## src/rtl/button_pkg.sv

```systemverilog
// rtl/button_pkg.sv - shared FSM state encoding and counter width for the button gesture block
package button_pkg;

    localparam int TCNT_W = 8;

    localparam logic [2:0] ST_IDLE   = 3'd0;
    localparam logic [2:0] ST_PRESS1 = 3'd1;
    localparam logic [2:0] ST_WAIT2  = 3'd2;
    localparam logic [2:0] ST_PRESS2 = 3'd3;
    localparam logic [2:0] ST_HOLD   = 3'd4;

    typedef enum logic [2:0] {
        IDLE   = ST_IDLE,
        PRESS1 = ST_PRESS1,
        WAIT2  = ST_WAIT2,
        PRESS2 = ST_PRESS2,
        HOLD   = ST_HOLD
    } state_t;

endpackage

```

## src/rtl/tick_prescaler.sv

```systemverilog
// rtl/tick_prescaler.sv - free-running 2**PWR_2 divider emitting a 1-cycle tick enable
// Ports:
//   clk    in   system clock
//   reset  in   synchronous, active-low
//   tick   out  1-cycle strobe each time the counter wraps
module tick_prescaler #(
    parameter int PWR_2 = 17
) (
    input  logic clk,
    input  logic reset,
    output logic tick
);

    logic [PWR_2-1:0] cnt;

    always_ff @(posedge clk) begin
        if (!reset) begin
            cnt <= '0;
        end else begin
            cnt <= cnt + PWR_2'(1);
        end
    end

    // All-ones is the last count before the wrap, so the tick coincides with it.
    assign tick = &cnt;

endmodule

```

## src/rtl/button_gesture.sv

```systemverilog
// rtl/button_gesture.sv - classifies a clean button level into short/double/long/repeat strobes
// Ports:
//   clk       in   system clock
//   reset     in   synchronous, active-low
//   btn       in   debounced, synchronized button level (1 = pressed)
//   short_o   out  1-cycle strobe: single press released before long, no second press
//   double_o  out  1-cycle strobe: second press released
//   long_o    out  1-cycle strobe: first press held LONG_TICKS
//   repeat_o  out  1-cycle strobe every REPEAT_TICKS while held after long_o
//   busy_o    out  level, high whenever a gesture is in progress
module button_gesture
    import button_pkg::*;
#(
    parameter int TICK_PWR2    = 17,
    parameter int LONG_TICKS   = 64,
    parameter int DCLICK_TICKS = 24,
    parameter int REPEAT_TICKS = 8
) (
    input  logic clk,
    input  logic reset,
    input  logic btn,
    output logic short_o,
    output logic double_o,
    output logic long_o,
    output logic repeat_o,
    output logic busy_o
);

    localparam logic [TCNT_W:0] LONG_CMP   = (TCNT_W+1)'(LONG_TICKS);
    localparam logic [TCNT_W:0] DCLICK_CMP = (TCNT_W+1)'(DCLICK_TICKS);
    localparam logic [TCNT_W:0] REPEAT_CMP = (TCNT_W+1)'(REPEAT_TICKS);

    state_t            state, state_d;
    logic [TCNT_W-1:0] tcnt;
    logic [TCNT_W:0]   tcnt_inc;
    logic              btn_q, rise, fall, tick;
    logic              tcnt_clr;
    logic              short_d, double_d, long_d, repeat_d;

    tick_prescaler #(.PWR_2(TICK_PWR2)) u_prescaler (
        .clk   (clk),
        .reset (reset),
        .tick  (tick)
    );

    assign rise = btn & ~btn_q;
    assign fall = ~btn & btn_q;

    // One bit wider so a saturated count can never alias onto a threshold.
    assign tcnt_inc = {1'b0, tcnt} + (TCNT_W+1)'(1);

    // Edges are tested before ticks in every state: an edge landing on a
    // timeout tick wins and the timeout event is dropped.
    always_comb begin
        state_d  = state;
        tcnt_clr = 1'b0;
        short_d  = 1'b0;
        double_d = 1'b0;
        long_d   = 1'b0;
        repeat_d = 1'b0;
        case (state)
            IDLE: begin
                if (rise) state_d = PRESS1;
            end
            PRESS1: begin
                if (fall) begin
                    state_d = WAIT2;
                end else if (tick && tcnt_inc == LONG_CMP) begin
                    long_d  = 1'b1;
                    state_d = HOLD;
                end
            end
            WAIT2: begin
                if (rise) begin
                    state_d = PRESS2;
                end else if (tick && tcnt_inc == DCLICK_CMP) begin
                    short_d = 1'b1;
                    state_d = IDLE;
                end
            end
            PRESS2: begin
                if (fall) begin
                    double_d = 1'b1;
                    state_d  = IDLE;
                end
            end
            HOLD: begin
                if (fall) begin
                    state_d = IDLE;
                end else if (tick && tcnt_inc == REPEAT_CMP) begin
                    repeat_d = 1'b1;
                    tcnt_clr = 1'b1;
                end
            end
            default: state_d = IDLE;
        endcase
    end

    always_ff @(posedge clk) begin
        // btn_q tracks btn even in reset so a press held through reset is not a rise.
        btn_q <= btn;
        if (!reset) begin
            state    <= IDLE;
            tcnt     <= '0;
            short_o  <= 1'b0;
            double_o <= 1'b0;
            long_o   <= 1'b0;
            repeat_o <= 1'b0;
        end else begin
            state    <= state_d;
            short_o  <= short_d;
            double_o <= double_d;
            long_o   <= long_d;
            repeat_o <= repeat_d;
            if (state_d != state || tcnt_clr) begin
                tcnt <= '0;
            end else if (tick && tcnt != '1) begin
                tcnt <= tcnt + TCNT_W'(1);
            end
        end
    end

    assign busy_o = (state != IDLE);

endmodule

```

## config.mk

```make
export PLATFORM = sky130hd
export DESIGN_NAME = button_gesture
export DESIGN_NICKNAME = d
export VERILOG_FILES = /design/src/rtl/button_pkg.sv /design/src/rtl/tick_prescaler.sv /design/src/rtl/button_gesture.sv
export SDC_FILE = /design/constraint.sdc
export NUM_CORES = 1
export LEC_CHECK = 0
export CORE_UTILIZATION = 50
export CTS_BUF_LIST = sky130_fd_sc_hd__clkbuf_16
export CTS_CLUSTER_SIZE = 24
export DETAILED_ROUTE_END_ITERATION = 8
export PLACE_DENSITY = 0.68
export SYNTH_ARGS = -nofsm -noshare
export SYNTH_HDL_FRONTEND = slang
export SYNTH_HIERARCHICAL = 1
export SYNTH_SLANG_ARGS = --single-unit
```

## constraint.sdc

```tcl
create_clock -name clk -period 2.98 [get_ports clk]
set_input_delay 0.447 -clock clk [delete_from_list [all_inputs] [get_ports clk]]
set_output_delay 0.447 -clock clk [all_outputs]
set_load 0.03 [all_outputs]
```

==> flow_metrics.tcl <==
set metrics [dict create \
    outcome "finished clean" \
    min_path_type "reg2reg" \
    area_growth_pct 14.1 \
    worstMarginPinSlew_ns 0.725 \
    portBuffers 7 \
    tns_ns 0 \
    rows 21 \
    post_cts_buffers 0 \
    finalMaxSlewViolations 0 \
    ant_nets 0 \
    critPathLaunchType "flip-flop" \
    avgViaCountPerCell 5.48 \
    synth_cell_type_count 42 \
    synth_area_um2 1740 \
    place.gp.congestion 0.844 \
    drc 0 \
    insertion_delay_ns 0.27 \
    avgRoutedWirePerCell_um 13.4 \
    vias 1336 \
    syn_avg_cell_area_um2 9.28 \
    drt-total-wl_um 3280 \
    synth_edf_count 0 \
    finalSetupViolCount 0 \
    max-vdd-ir-drop_v 0.000218 \
    crit_path_end_kind "flip-flop" \
    dr_wl_met2_um 1530 \
    dp_cells 237 \
    fin_cells 244 \
    p_leak_uw 0.000745 \
    drt_iter0_drc 58 \
    h-tree-depth 2 \
    grt_use_total_pct 20.2 \
    drive_above_1_share_pct 11.1 \
    p_per_area_nw_per_um2 480 \
    path_max_fanout 5 \
    antenna_cells 0 \
    wl_met1_um 1620 \
    fmax_mhz 402 \
    crit_arrival_ns 2.70 \
    synth_fp_nets 195 \
    dieArea_um2 3730 \
    cts_tree "done" \
    dieWidth_um 61.1 \
    clk_pin_slew_worst_paths_ns 0.05 \
    cts_resized 0 \
    rsz0062_at_grt "false" \
    clock-skew-final_ns 0.00281 \
    ys_seq_elements 33 \
    wl_met3_um 83 \
    nNetsFinal 205 \
    synthFlopType "dfxtp_1" \
    initial_core_util_pct 52.3 \
    drt_first_pass_iters 4 \
    slew_headroom_pct 51.6 \
    cts.sinks 33 \
    grt_pass1_wl_um 5460 \
    antenna_found_initial 0 \
    post-dp-hpwl_um 2370 \
    die_y_um 61.1 \
    highest_layer "met4" \
    cts_buffers 5 \
    finalHoldViolCount 0 \
    async_flop_share_pct 0 \
    first_global_vias 1218 \
    finalCriticalPeriod_ns 2.49 \
    overflow 0 \
    ys_warn_count 6 \
    synthCells 188 \
    core_area_um2 3340 \
    root_buffer "clkbuf_16" \
    cts_buffer_depth 2 \
    required_ns 3.19 \
    finalCritPeriodShare_pct 83.4 \
    cap_violations 0 \
    ys_seq_area_share_pct 37.9 \
    io_pins 8 \
    path_class "reg2reg" \
    grt_start_max_net_pins 15 \
    ctsHoldBuffers 0 \
]
worst paths after layout:
path | from | slack, ns | end | cells past startpoint
setup / recovery | u_prescaler/cnt[0] | 0.49 | state[2] | 9
hold / removal | u_prescaler/cnt[0] | 0.47 | u_prescaler/cnt[0] | 1
setup reg to reg | u_prescaler/cnt[0] | 0.49 | state[2] | 9
hold reg to reg | u_prescaler/cnt[0] | 0.47 | u_prescaler/cnt[0] | 1
critical path, stage by stage (launching register included):
cell and delay (ns):
dfxtp_1 0.36, ha_1 0.23, nand4_2 0.19, nor2_1 0.20
and4_1 0.21, ha_1 0.29, inv_1 0.08, or2_2 0.33
nor4b_4 0.33, o211a_1 0.21
per-stage QoR:
| stage | utilization [%] | instance area (µm²) | hold slack (ns) | worst slack (ns) | total power (µW) |
|---|---|---|---|---|---|
| global route | 59.7 | 1990 | 0.497 | 0.328 | 994 |
| finish | 59.7 | 1990 | 0.471 | 0.493 | 956 |
| floorplan | - | 1740 | 0.437 | 0.739 | 486 |
| detailed placement | 55.7 | 1860 | 0.462 | 0.507 | 500 |
| CTS | 59.7 | 1990 | 0.475 | 0.493 | 963 |
| global placement | 55.7 | 1860 | 0.453 | 0.584 | 500 |
cells by family (layout without fill, tap and decap cells):
group                      count (synthesis)  after routing  synth area share (%)
adders and majority gates                  4              4                  2.87
muxes                                      3              3                  1.72
xor gates and xnor gates                  23             23                  11.5
AOI/OAI and AO/OA                         21             21                  10.3
buffers and inverters                     11             21                  2.51
and+or+nand+nor                           93             93                  33.2
DFF                                       33             33                  37.9
state kept, by name (all words and copies together), names as in the netlist:
name / flops
repeat_o: 1
btn_q: 1
double_o: 1
u_prescaler/cnt: 17
tcnt: 8
long_o: 1
short_o: 1
state: 3
cell type report:
class / instances / area, µm²
Fill cell: 307 / 1350
Multi-Input combinational cell: 144 / 1040
Sequential cell: 33 / 661
Clock buffer: 5 / 125
Timing Repair Buffer: 8 / 77.6
Tap cell: 46 / 57.6
Inverter: 6 / 22.5
Clock inverter: 2 / 7.51
cells in the mapped netlist, drive strengths merged (2+ instances only):
cell type / count / area [µm²]
a21oi: 4 / 20.0
and2: 15 / 93.8
and4: 4 / 40.0
clkbuf: 4 / 16.3
dfxtp: 33 / 661
ha: 4 / 50.1
inv: 6 / 22.5
mux2i: 3 / 30.0
nand2: 13 / 48.8
nand2b: 7 / 43.8
nand3: 11 / 70.1
nand4: 5 / 37.5
nor2: 10 / 40.0
nor2b: 2 / 12.5
nor3: 10 / 50.1
nor4: 8 / 68.8
o211ai: 2 / 28.8
o21ai: 6 / 30.0
o311ai: 2 / 17.5
or3: 3 / 18.8
xnor2: 13 / 114
xor2: 10 / 87.6
cells in the final DEF (no fill, tap or decap), drive strengths merged, types with 2 or more instances in the layout:
cell type and n:
nor4 8, o311ai 2, clkbuf 5, mux2i 3
inv 7, nor2b 2, or3 3, nand3 11
ha 4, xnor2 13, xor2 10, nor3 10
o211ai 2, and2 15, and4 4, nand2 13
dfxtp 33, nand4 5, nor2 10, a21oi 4
clkdlybuf4s50 7, o21ai 6, nand2b 7
where the power goes:
group | switching [µW] | internal, µW | total [µW]
combinational | 21.5 | 15.8 | 37.4
sequential | 7.12 | 448 | 455
clock | 166 | 298 | 464
layer usage:
metal / vias up / global-route usage, %
met3: 2 / 4.83
met1: 633 / 26.8
met5: - / 0
met2: 16 / 30.7
met4: 0 / 10.4
li1: 685 / -
Power figures use the tool's default switching activity.
